<file path="config.mk">
export PLATFORM = sky130hd
export DESIGN_NAME = modulo_arbitro_mux8
export DESIGN_NICKNAME = d
export VERILOG_FILES = /design/src/rtl/modulo_arbitro_mux8.sv
export SDC_FILE = /design/constraint.sdc
export NUM_CORES = 1
export LEC_CHECK = 0
export BUFFER_PORTS_ARGS = -buffer_cell sky130_fd_sc_hd__buf_2
export CORE_MARGIN = 5
export CORE_UTILIZATION = 56
export DETAILED_ROUTE_END_ITERATION = 8
export GPL_TIMING_DRIVEN = 0
export MAX_ROUTING_LAYER = met4
export PLACE_DENSITY = 0.8
export SYNTH_ARGS = -nofsm -noshare
export SYNTH_HDL_FRONTEND = slang
export SYNTH_SLANG_ARGS = --single-unit
</file>
<file path="constraint.sdc">
create_clock -name clk -period 3.82 [get_ports clk]
set_clock_uncertainty 0.05 [all_clocks]
set_input_delay 0 -clock clk [delete_from_list [all_inputs] [get_ports clk]]
set_output_delay 0 -clock clk [all_outputs]
set_load 0.01 [all_outputs]
</file>
<file path="src/rtl/modulo_arbitro_mux8.sv">
// Round-robin arbiter driving the select of an 8:1 mux, with a per-grant hold limit
// and a mandatory idle gap between consecutive grants (break-before-make).
module modulo_arbitro_mux8 #(
   parameter int unsigned HOLD_MAX = 15,
   parameter int unsigned CNT_W    = 8
) (
   input  logic       clk,
   input  logic       rst_n,
   input  logic [7:0] i_req,
   input  logic       i_release,
   output logic [2:0] o_sel,
   output logic [7:0] o_gnt,
   output logic       o_busy,
   output logic       o_timeout
);

   localparam int unsigned N_REQ = 8;
   localparam int unsigned SEL_W = 3;
   localparam logic [CNT_W-1:0] HOLD_LIM = CNT_W'(HOLD_MAX);

   typedef enum logic {
      IDLE  = 1'b0,
      GRANT = 1'b1
   } state_t;

   state_t             r_state;
   state_t             w_state_nxt;
   logic [SEL_W-1:0]   r_sel;
   logic [SEL_W-1:0]   w_sel_nxt;
   logic [SEL_W-1:0]   r_last;
   logic [SEL_W-1:0]   w_last_nxt;
   logic [N_REQ-1:0]   r_gnt;
   logic [N_REQ-1:0]   w_gnt_nxt;
   logic               r_busy;
   logic               w_busy_nxt;
   logic               r_timeout;
   logic               w_timeout_nxt;
   logic [CNT_W-1:0]   r_cnt;
   logic [CNT_W-1:0]   w_cnt_nxt;
   logic [SEL_W-1:0]   w_pick;
   logic               w_found;

   // Round-robin search starting just after the last owner; the last owner itself ranks lowest.
   always_comb begin
      w_pick  = '0;
      w_found = 1'b0;
      for (int k = N_REQ; k >= 1; k--) begin
         if (i_req[r_last + SEL_W'(k)]) begin
            w_pick  = r_last + SEL_W'(k);
            w_found = 1'b1;
         end
      end
   end

   always_ff @(posedge clk or negedge rst_n) begin
      if (!rst_n) begin
         r_state   <= IDLE;
         r_sel     <= '0;
         r_last    <= SEL_W'(N_REQ - 1);
         r_gnt     <= '0;
         r_busy    <= 1'b0;
         r_timeout <= 1'b0;
         r_cnt     <= '0;
      end else begin
         r_state   <= w_state_nxt;
         r_sel     <= w_sel_nxt;
         r_last    <= w_last_nxt;
         r_gnt     <= w_gnt_nxt;
         r_busy    <= w_busy_nxt;
         r_timeout <= w_timeout_nxt;
         r_cnt     <= w_cnt_nxt;
      end
   end

   // Voluntary exits (release / owner drops its request) take precedence over the hold limit.
   always_comb begin
      w_state_nxt   = r_state;
      w_sel_nxt     = r_sel;
      w_last_nxt    = r_last;
      w_gnt_nxt     = r_gnt;
      w_busy_nxt    = r_busy;
      w_timeout_nxt = 1'b0;
      w_cnt_nxt     = r_cnt;
      case (r_state)
         IDLE: begin
            w_gnt_nxt  = '0;
            w_busy_nxt = 1'b0;
            if (w_found) begin
               w_state_nxt = GRANT;
               w_sel_nxt   = w_pick;
               w_last_nxt  = w_pick;
               w_cnt_nxt   = CNT_W'(1);
               w_gnt_nxt   = N_REQ'(1) << w_pick;
               w_busy_nxt  = 1'b1;
            end
         end
         GRANT: begin
            if (i_release || !i_req[r_sel]) begin
               w_state_nxt = IDLE;
               w_gnt_nxt   = '0;
               w_busy_nxt  = 1'b0;
            end else if (r_cnt >= HOLD_LIM) begin
               w_state_nxt   = IDLE;
               w_gnt_nxt     = '0;
               w_busy_nxt    = 1'b0;
               w_timeout_nxt = 1'b1;
            end else begin
               w_cnt_nxt = r_cnt + CNT_W'(1);
            end
         end
         default: begin
            w_state_nxt = IDLE;
         end
      endcase
   end

   assign o_sel     = r_sel;
   assign o_gnt     = r_gnt;
   assign o_busy    = r_busy;
   assign o_timeout = r_timeout;

endmodule

</file>
Word-level counts from Yosys, hierarchy flattened
Cells that the tools add are included.
- $add $sub $neg: 8
- order comparisons: 10
- equality and inequality tests: 4
- shift operators: 1
- mux-type cells: 52
- bitwise gates (word level): 1
- reduce and logical (&&, ||, !) cells: 4
- operators by type and width (operator ; count):
    $mux W8 ; 6
    $lt A3 B4 Y1 const B ; 9
    $pmux W8 S2 ; 2
    $bmux W1 S3 ; 9
    $mux W1 ; 25
    $mux W3 ; 8
    $add A3 B3 Y3 const B ; 4
    $add A8 B1 Y8 const B ; 1
    $ge A8 B4 Y1 const B ; 1
    $shl A1 B3 Y8 const A ; 1
    $add A3 B2 Y3 const B ; 2
    $ne A2 B2 Y1 const B ; 3
    $pmux W1 S2 ; 2
    $add A3 B1 Y3 const B ; 1
    $ne A3 B1 Y1 const B ; 1
    $reduce_and A3 Y1 ; 1
    $reduce_and A2 Y1 ; 1
    $logic_not A1 Y1 ; 1
    $logic_or A1 B1 Y1 ; 1
    $not A1 Y1 ; 1
- register bits after elaboration: 25
- bits of input ports: 11
- output and inout port bits: 13

Logic depth before layout (Yosys ltp)
Gate-level depths: netlist (run 1).
- word-level depth: 13
- mapped depth: 10
- mapped depth without buffers: 8

Least setup slack after synthesis (run 1)
No wires, ideal clock.
- path type: register to register
- from: register r_last[1]
- to: register r_gnt[3] (netlist: o_gnt[3])
- data arrival time: 2.781 ns
- setup slack: 0.879 ns
- stages on the path, launching flop included: 10
- buffers on the path: 1
- period minus slack after synthesis: 2.941 ns
- cells stage by stage: dfstp_2 > clkbuf_1 > inv_1 > ha_1 > mux4_2 > mux2_2 > o211ai_1 > a21oi_1 > or3_4 > o41ai_1
- word-level cells in the longest chain between the ends: 13
- elaborated cells on any way between the ends: 42
- those cells by class: add/sub (7); shift (1); mux (34)
- RTL lines (element ; RTL line ; source):
    start: declaration ; 30 ; logic [SEL_W-1:0] r_last;
    start signal: assignment ; 59 ; r_last <= SEL_W'(N_REQ - 1);
    start signal: assignment ; 67 ; r_last <= w_last_nxt;
    $add A3 B3 Y3 / $bmux W1 S3 (equally long branches) ; 48, 49 ;
    $bmux W1 S3 / $mux W1 (equally long branches) ; 48 ; if (i_req[r_last + SEL_W'(k)]) begin
    $mux W1 (not written as such) / $mux W3 (equally long branches) ; 48 ;
    $mux W3 (7 in a row) ; 48 ;
    $shl A1 B3 Y8 ; 93 ; w_gnt_nxt = N_REQ'(1) << w_pick;
    $mux W8 * ; 88 ; if (w_found) begin
    $pmux W8 S2 * ; 84 ; case (r_state)
    end signal: assignment ; 68 ; r_gnt <= w_gnt_nxt;
    end: declaration ; 32 ; logic [N_REQ-1:0] r_gnt;
Mark *: on every way between the ends. The rest lies on a longest branch, timed or not. The select of a mux whose other input is x is not followed.
A chain may end at the register's enable or synchronous reset.

Worst setup path in the final report (run 1)
- from: register r_last[1]
- to: register r_gnt[7] (netlist: o_gnt[7])
Same word-level chain as after synthesis.

==> metrics.md, run 1 <==
| Metric | Value |
|---|---|
| Outcome | `finished, final reports clean` |
| Postcts setup bufs | `0` |
| R2R depth | `9` |
| Area Growth Syn to Fin | `11.8%` |
| Top-area cell type share of the netlist area | `30.0%` |
| Crit. End Element | `flop` |
| Routed vias | `1615` |
| Largest net degree at the start of global routing | `26` |
| Synth top area cells | `dfrtp_1 (30%), mux4_2 (14%), mux2i_1 (4.9%), dfstp_2 (4.3%), o41ai_1 (3.8%)` |
| Cell chain of the critical path | `clkbuf_1 > inv_1 > ha_1 > mux4_2 > nor3_1 > a31oi_1 > inv_2 > or3_4 > o41ai_1` |
| Cell count after synthesis | `171` |
| Pins Over Slew Limit | `0` |
| Core area | `3100 um2` |
| Post-route cell area | `2050 um2` |
| Clock-pin slew on the worst setup and hold paths | `0.12 ns` |
| I/O pin total | `24` |
| Die ar. | `4520 um2` |
| Arrival @ worst endpoint | `3.75 ns` |
| CTS max path bufs | `2` |
| Total GRT Usage | `22.6%` |
| Pwr Density | `1030 nW/um2` |
| Number of enable flip-flop cells after synthesis | `0` |
| Total Wirelength | `4530 um` |
| DR pass1 iterations | `5` |
| Actual slew at the worst max-slew pin | `0.816 ns` |
| DR iter-0 viols | `152` |
| Tcrit/Tclk final | `94.6%` |
| Reg-to-Reg End | `o_gnt[7]$_DFFE_PN0P_` |
| Maximum vdd drop | `0.000532 V` |
| Post-CTS Resized | `0` |
| Final worst path period need | `3.61 ns` |
| Worst setup SP type | `flop` |
| Slowest-stage cell, CP | `a31oi_1` |
| I/O Buffers | `23` |
| Share of post-route cells with drive strength above 1 | `29.0%` |
| Fin nets | `215` |
| Synth top cells by count | `dfrtp_1 (22), nand2_1 (16), mux4_2 (11)` |
| Final Wtd Congestion | `0.962` |
| First-pass GRT wire length | `7540 um` |
| DIE HEIGHT | `67.2 um` |
| Hold-fix buffer count after cts | `2` |
| Setup repair after global routing missed its margin | `no` |
| Inserted Diodes | `0` |
| CTS tree | `built` |
| Final hold vios | `0` |
| Setup violators final | `0` |
| Vias per cell | `6.62` |
| WP data required | `3.96 ns` |
| Hold Path Class | `input port to async pin` |
| Gr ovfl total | `0` |
| Initial antenna violation count | `0` |
| # DRC | `0` |
| Leak pwr | `0.902 nW` |
| Max cap viols | `0` |
| Die X | `67.2 um` |
| Layout Utilization | `66.0%` |
| Fmax | `277 MHz` |
| Net Count, Synth | `185` |
| Area of the mapped netlist | `1830 um2` |
| Initial core utilization | `59.1%` |
| R2R Setup Slk | `0.21 ns` |
| Vias in the first global route | `1625` |
| Worst-Skew Late Latency | `0.31 ns` |
| Most common cell in the netlist | `dfrtp_1` |
| Post-route setup TNS | `0 ns` |
| Asr flop ratio synth | `100%` |
| Worst r2r src | `r_last[1]$_DFFE_PN1P_` |
| TritonCTS buffer count | `3` |
| CTS sink cnt | `25` |
| Avg Cell Area, Syn | `10.7 um2` |
| FILL cells | `274` |
| Area of placed instances | `2000 um2` |
| Placement row count | `20` |
| CTS H-tree lvls | `1` |
| Seq cells post-synth | `25` |
| Antenna violation net count after detailed routing | `0` |
| Yosys warnings | `0` |
| Max incr delay on CP | `0.63 ns` |
| Worst Path Max Fanout | `8` |
| Cell variety after synth | `53` |
| Wire per inst | `18.6 um` |
| Worst slew margin | `45.3%` |
| Final HPWL DP | `3460 um` |
| CP Class | `flop to flop` |
| Largest area contributor in the netlist | `dfrtp_1` |
| Clk root buf | `clkbuf_4` |
| Primary FF master, synth | `dfrtp_1` |
| Post-synthesis sequential area ratio | `34.3%` |
area by class of cell:
| cell class | count | area (um2) | share of cell area, % |
|---|---|---|---|
| Clock buffer | 4 | 26.3 | 1.28 |
| Inverter | 9 | 33.8 | 1.65 |
| Sequential cell | 25 | 629 | 30.7 |
| Buffer | 9 | 52.6 | 2.56 |
| Timing Repair Buffer | 25 | 135 | 6.59 |
| Multi-Input combinational cell | 128 | 1120 | 54.5 |
| Tap cell | 44 | 55.1 | 2.69 |
worst max-delay path: cells and delay by family, from the launching register on:
kind,cells,cell delay [ns]
compound gates,2,0.94
fa+ha+maj,1,0.45
buf+inv,3,0.63
flops,1,0.55
mux,1,0.34
simple gates,2,0.51
registers in the layout (all words and copies together) (netlist names):
register and count:
o_busy 1, o_gnt 8, o_sel 3, o_timeout 1
r_cnt 8, r_last 3, r_state 1
logic make-up after synthesis:
| group | Yosys count | synth area share, % |
|---|---|---|
| compound gates | 49 | 20.4 |
| simple gates | 43 | 12.0 |
| mux | 28 | 23.7 |
| flops | 25 | 34.3 |
| buf+inv | 18 | 4.71 |
| xor+xnor | 5 | 2.80 |
| fa+ha+maj | 3 | 2.05 |
stage by stage:
stage | hold slack, ns | worst slack [ns] | std cells | total power, mW
after floorplan | -0.346 | 0.879 | 171 | 1.63
after global placement | -0.0620 | 0.425 | 238 | 1.90
after detailed placement | -0.0446 | 0.242 | 238 | 1.98
after CTS | 0.147 | 0.218 | 244 | 2.10
after global routing | 0.177 | 0.0101 | 244 | 2.28
final | 0.130 | 0.205 | 244 | 2.12
worst max path at each step:
stage	startpoint	end	slack (ns)	depth (start not counted)
after global placement	r_last[1]$_DFFE_PN1P_	o_gnt[3]$_DFFE_PN0P_	0.43	9
final	r_last[1]$_DFFE_PN1P_	o_gnt[7]$_DFFE_PN0P_	0.21	9
after global routing	r_last[1]$_DFFE_PN1P_	o_gnt[7]$_DFFE_PN0P_	0.01	9
after detailed placement	r_last[1]$_DFFE_PN1P_	o_gnt[7]$_DFFE_PN0P_	0.24	9
after floorplan	r_last[1]$_DFFE_PN1P_	o_gnt[3]$_DFFE_PN0P_	0.88	9
after CTS	r_last[1]$_DFFE_PN1P_	o_gnt[7]$_DFFE_PN0P_	0.22	9
where the power goes:
| group | internal (mW) | total (mW) | switching, mW |
|---|---|---|---|
| clock network | 0.0408 | 0.110 | 0.0696 |
| logic | 0.657 | 1.61 | 0.952 |
| registers | 0.348 | 0.397 | 0.0489 |
| total | 1.05 | 2.12 | 1.07 |
placed cells by master (no fill, tap or decap), drive strengths merged, types with 3 or more instances in the layout:
| master | Yosys | routed |
|---|---|---|
| o41ai | 8 | 8 |
| a21oi | 9 | 9 |
| dfrtp | 22 | 22 |
| a221o | 4 | 4 |
| mux4 | 11 | 11 |
| a31oi | 5 | 5 |
| ha | 3 | 3 |
| nand2 | 16 | 16 |
| nor3 | 3 | 3 |
| inv | 9 | 9 |
| xor2 | 3 | 3 |
| buf | 5 | 28 |
| clkbuf | 4 | 8 |
| mux2i | 10 | 10 |
| mux2 | 7 | 7 |
| o21ai | 4 | 4 |
| nor2b | 5 | 5 |
| nor2 | 8 | 8 |
| dfstp | 3 | 3 |
routing by layer:
metal  track usage [%]  wire [um]  share of wire, %
met1              27.1       1680                37
met5                 -          0                 0
met2              38.9       2370                52
met3              2.16        329               7.3
met4              9.37        152               3.4
Note: power is estimated with default switching activity, not from simulation.
==> run 2: changes to the inputs <==
Settings changed: CORE_MARGIN 5 to not set, CORE_UTILIZATION 56 to 35, PLACE_DENSITY 0.8 to 0.55, TNS_END_PERCENT set to 5.
==> run 2 against run 1 <==
Effect of this change: setup slack improved by 0.16 ns; count of clock-buffer cells in the layout decreased by 1; routed wire length increased by 2.4%; die area increased by 22%; utilization decreased by 23 points; highest routed layer unchanged.
==> metrics.md, run 2 (synthesis gave the netlist of run 1 again) <==
| Metric | Value |
|---|---|
| Arrival @ worst endpoint | `3.57 ns` |
| Actual slew at the worst max-slew pin | `0.552 ns` |
| Gr ovfl total | `0` |
| Worst r2r src | `r_last[1]$_DFFE_PN1P_` |
| # DRC | `0` |
| First-pass GRT wire length | `7730 um` |
| Inserted Diodes | `0` |
| DIE HEIGHT | `74.4 um` |
| Total Wirelength | `4640 um` |
| Leak pwr | `0.913 nW` |
| Sequential Area | `629 um2` |
| Final Non-Filler Cells | `267` |
| CTS max path bufs | `2` |
| Placement row count | `25` |
| Post-route cell area | `2110 um2` |
| Worst Path Max Fanout | `7` |
| Die ar. | `5530 um2` |
| Setup repair after global routing missed its margin | `no` |
| Maximum vdd drop | `0.000486 V` |
| DR pass1 iterations | `4` |
| Worst-Skew Late Latency | `0.27 ns` |
| CTS H-tree lvls | `1` |
| Tcrit/Tclk final | `90.3%` |
| Wire per inst | `17.4 um` |
| Antenna violation net count after detailed routing | `0` |
| WP data required | `3.94 ns` |
| Crit. End Element | `flop` |
| Worst setup SP type | `flop` |
| Setup violators final | `0` |
| Leading cell type in the layout, fill and taps excluded | `buf_2` |
| Postcts setup bufs | `0` |
| Initial antenna violation count | `0` |
| Clk root buf | `clkbuf_8` |
| CTS sink cnt | `25` |
| R2R depth | `9` |
| FILL cells | `492` |
| Clock-pin slew on the worst setup and hold paths | `0.09 ns` |
| Share of post-route cells with drive strength above 1 | `30.5%` |
| Fmax | `290 MHz` |
| Final hold vios | `0` |
| Routed vias | `1565` |
| Hold Path Class | `input port to async pin` |
| Final worst path period need | `3.45 ns` |
| Initial core utilization | `37.6%` |
| Max cap viols | `0` |
| Die X | `74.4 um` |
| Post-route setup TNS | `0 ns` |
| Area Growth Syn to Fin | `15.2%` |
| Vias in the first global route | `1562` |
| Final HPWL DP | `3510 um` |
| I/O pin total | `24` |
| Worst slew margin | `63.2%` |
| DR iter-0 viols | `149` |
| Vias per cell | `5.86` |
| Pwr Density | `1030 nW/um2` |
| CP Class | `flop to flop` |
| Largest net degree at the start of global routing | `26` |
| I/O Buffers | `23` |
| Routing usage on met3 | `2.30%` |
| R2R Setup Slk | `0.37 ns` |
| Reg-to-Reg End | `o_gnt[1]$_DFFE_PN0P_` |
| TritonCTS buffer count | `3` |
| Fin nets | `215` |
| Core area | `4880 um2` |
| Final Wtd Congestion | `0.874` |
| Area of placed instances | `2030 um2` |
| Multi-input logic area | `1130 um2` |
| Total GRT Usage | `18.9%` |
| CTS tree | `built` |
| Met2 usage | `31.9%` |
| Met1 Usage GRT | `23.5%` |
| Commonest cells after routing, fill and taps aside | `buf_2 (23), dfrtp_1 (22), nand2_1 (16), mux4_2 (11)` |
| Outcome | `finished, final reports clean` |
| Global route hottest layer | `met2` |
| Pins Over Slew Limit | `0` |
| Placed Cells | `261` |
## run 2: cell count changes in the layout (fill, tap and decap cells not counted)
cell	before	now
a31oi_1	5	4
a31oi_2	0	1
clkbuf_4	3	0
o221ai_1	2	1
clkbuf_8	0	3
clkinv_2	0	1
o221ai_2	0	1
clkbuf_1	5	4
## run 2: final cells by class
| type | count | share of cell area, % |
|---|---|---|
| repair buffers | 25 | 6.40 |
| well taps | 67 | 3.97 |
| clock buffers | 3 | 1.96 |
| inverters | 9 | 1.60 |
| multi-input cells | 128 | 53.5 |
| plain buffers | 9 | 2.49 |
| flip-flops and latches | 25 | 29.8 |
| clock inverters | 1 | 0.237 |
## run 2: critical path, stage by stage (launching register included)
cell	delay, ns
dfstp_2	0.53
clkbuf_1	0.28
inv_1	0.20
ha_1	0.46
mux4_2	0.44
a221oi_1	0.38
o221ai_1	0.22
o221ai_2	0.25
a21oi_1	0.19
o41ai_1	0.35
## run 2: worst max-delay path by stage
stage / slack [ns] / endpoint / start
after CTS: 0.23 / o_gnt[5]$_DFFE_PN0P_ / r_last[1]$_DFFE_PN1P_
after detailed placement: 0.24 / o_gnt[5]$_DFFE_PN0P_ / r_last[1]$_DFFE_PN1P_
final: 0.37 / o_gnt[1]$_DFFE_PN0P_ / r_last[1]$_DFFE_PN1P_
after floorplan: 0.88 / o_gnt[3]$_DFFE_PN0P_ / r_last[1]$_DFFE_PN1P_
after global placement: 0.34 / o_gnt[5]$_DFFE_PN0P_ / r_last[1]$_DFFE_PN1P_
after global routing: 0.08 / o_gnt[3]$_DFFE_PN0P_ / r_last[1]$_DFFE_PN1P_
## run 2: through the flow
step | power (mW) | hold slack [ns] | utilization (%) | setup slack, ns
4_1_cts | 2.15 | 0.202 | 43.0 | 0.234
5_1_grt | 2.36 | 0.244 | 43.3 | 0.0772
3_5_place_dp | 1.99 | -0.0323 | 41.6 | 0.237
3_3_place_gp | 1.95 | -0.0496 | 41.6 | 0.338
6_report | 2.18 | 0.189 | 43.3 | 0.369
2_1_floorplan | 1.63 | -0.346 | - | 0.879
## run 2: layer usage
layer	part of all wire (%)	wire, um	vias up
met3	4.1	188	6
li1	-	-	734
met5	0	0	-
met4	1.4	66	0
met1	43	2000	779
met2	51	2380	46
## run 2: where the power goes
part	switching (mW)	internal, mW	leakage [nW]
registers	0.0481	0.349	0.320
logic	0.964	0.665	0.568
clock network	0.0785	0.0728	0.0255
## run 2: timing repair
action | in CTS | in global routing
hold buffers | 2 | 0
setup endpoints to repair | 0 | 5
gates resized for setup | 0 | 2
endpoints found under the hold margin | 23 | 0
==> run 3: changes to the inputs <==
==> constraint.sdc (replaced) <==
create_clock -name clk -period 3.82 [get_ports clk]
set_clock_uncertainty 0.05 [all_clocks]
set_input_delay 0.191 -clock clk [delete_from_list [all_inputs] [get_ports clk]]
set_output_delay 0.191 -clock clk [all_outputs]
set_load 0.01 [all_outputs]
==> run 3 against run 2 <==
Effect of this change: register-to-register slack barely moved; via count about the same; die area is the same; critical path depth unchanged; clock power barely moved; sequential share of layout area is 0.14 points higher; largest cell class unchanged; setup slack better by 0.0014 ns; sequential power hardly changed; routed wire length is 0.19% higher; flip-flop and latch count is the same; cell count decreased by 0.37%; combinational power hardly changed; critical endpoint unchanged.
==> metrics.md, run 3 (synthesis gave the netlist of run 1 again) <==
| Metric | Value |
|---|---|
| Clk root buf | `clkbuf_8` |
| Outcome | `finished, final reports clean` |
| Cell chain of the critical path | `clkbuf_1 > inv_1 > ha_1 > mux4_2 > a221oi_1 > o221ai_1 > o221ai_2 > a31oi_1 > o41ai_1` |
| DR pass1 iterations | `4` |
| DIE HEIGHT | `74.4 um` |
| Setup repair after global routing missed its margin | `no` |
| Wl on met1 | `2060 um` |
| Routed vias | `1566` |
| Routed wl met3 | `155 um` |
| Vias in the first global route | `1556` |
| Core area | `4880 um2` |
| Final Wtd Congestion | `0.874` |
| TritonCTS buffer count | `3` |
| CP top delay family | `compound AO/OA/AOI/OAI gates` |
| DR iter-0 viols | `154` |
| Pre-CTS setup slack | `0.237 ns` |
| Crit. End Element | `flop` |
| Setup violators final | `0` |
| Placed Cells | `261` |
| WP data required | `3.93 ns` |
| Total GRT Usage | `18.8%` |
| CTS sink cnt | `25` |
| Vias per cell | `5.89` |
| I/O Buffers | `23` |
| CP Depth | `9` |
| Final worst path period need | `3.45 ns` |
| CTS max path bufs | `2` |
| Placement row count | `25` |
| Max incr delay on CP | `0.53 ns` |
| WP buf/inv | `2` |
| Slowest-stage cell, CP | `dfstp_2` |
| Actual slew at the worst max-slew pin | `0.554 ns` |
| Maximum vdd drop | `0.000486 V` |
| Die ar. | `5530 um2` |
| Final Non-Filler Cells | `266` |
| Worst-Skew Late Latency | `0.26 ns` |
| Pwr Density | `1040 nW/um2` |
| Initial antenna violation count | `0` |
| Final hold vios | `0` |
| Area Growth Syn to Fin | `14.6%` |
| Die X | `74.4 um` |
| R2R depth | `9` |
| CTS H-tree lvls | `1` |
| Worst Path Max Fanout | `7` |
| Worst Slack Setup Final | `0.371 ns` |
| Hold path depth | `2` |
| DR top layer | `met4` |
| Tcrit/Tclk final | `90.3%` |
| Worst setup SP type | `flop` |
| Post-route setup TNS | `0 ns` |
| Arrival @ worst endpoint | `3.56 ns` |
| Gr ovfl total | `0` |
| Max cap viols | `0` |
| Hold Path Class | `input port to flop` |
| Fmax | `290 MHz` |
| I/O pin total | `24` |
| Largest net degree at the start of global routing | `26` |
| CP Class | `flop to flop` |
| Total Wirelength | `4640 um` |
| Clock-pin slew on the worst setup and hold paths | `0.08 ns` |
| Initial core utilization | `37.6%` |
| Final HPWL DP | `3510 um` |
| Worst slew margin | `63.1%` |
| First-pass GRT wire length | `7700 um` |
| # DRC | `0` |
| R2R Setup Slk | `0.37 ns` |
| Share of post-route cells with drive strength above 1 | `30.7%` |
| Leading cell type in the layout, fill and taps excluded | `buf_2` |
| Inserted Diodes | `0` |
| Leak pwr | `0.909 nW` |
| Antenna violation net count after detailed routing | `0` |
| WL met2 | `2360 um` |
| Hold WS | `0.0520 ns` |
| Power after layout | `2.18 mW` |
| CTS tree | `built` |
| Postcts setup bufs | `0` |
| Pins Over Slew Limit | `0` |
| Wire per inst | `17.5 um` |
| Commonest cells after routing, fill and taps aside | `buf_2 (23), dfrtp_1 (22), nand2_1 (16), mux4_2 (11)` |
| Fin nets | `214` |
==> run 3: cell count changes in the layout (fill, tap and decap cells not counted), sizes merged <==
cell	change
dlygate4sd3	-1
==> run 3: final timing paths <==
path                                            start                    end
worst max-delay path            r_last[1]$_DFFE_PN1P_   o_gnt[1]$_DFFE_PN0P_
worst min-delay path                        i_release    o_timeout$_DFF_PN0_
worst max register to register  r_last[1]$_DFFE_PN1P_   o_gnt[1]$_DFFE_PN0P_
worst min register to register   o_gnt[3]$_DFFE_PN0P_   o_gnt[3]$_DFFE_PN0P_
max in group asynchronous                       rst_n  r_last[0]$_DFFE_PN1P_
min in group asynchronous                       rst_n   o_gnt[6]$_DFFE_PN0P_
==> run 3: layout make-up <==
type                            count  area (um2)
Inverter                            9        33.8
Clock inverter                      1        5.00
Timing Repair Buffer               24         125
Sequential cell                    25         629
Tap cell                           67        83.8
Clock buffer                        3        41.3
Multi-Input combinational cell    128        1130
Fill cell                         493        2780
Buffer                              9        52.6
==> run 3: where the power goes <==
part	internal, mW	switching [mW]
Clock	0.0728	0.0777
Combinational	0.664	0.968
Sequential	0.349	0.0477
==> run 3: per-layer routing <==
| layer | track usage, % | vias to the layer above |
|---|---|---|
| met1 | 23.6 | 785 |
| met4 | 6.08 | 0 |
| met5 | - | - |
| li1 | - | 732 |
| met2 | 31.4 | 41 |
| met3 | 2.30 | 8 |
==> run 3: timing repair <==
action / CTS / global route
setup endpoints to repair: 0 / 5
hold endpoints to repair: 22 / 0
hold buffers: 1 / 0
resized for setup: 0 / 2
==> run 3: stage by stage <==
stage                     instance area, um2  util [%]
after CTS                               2090      42.8
final                                   2100      43.1
after floorplan                         1830         -
after global routing                    2100      43.1
after global placement                  2030      41.6
after detailed placement                2030      41.6
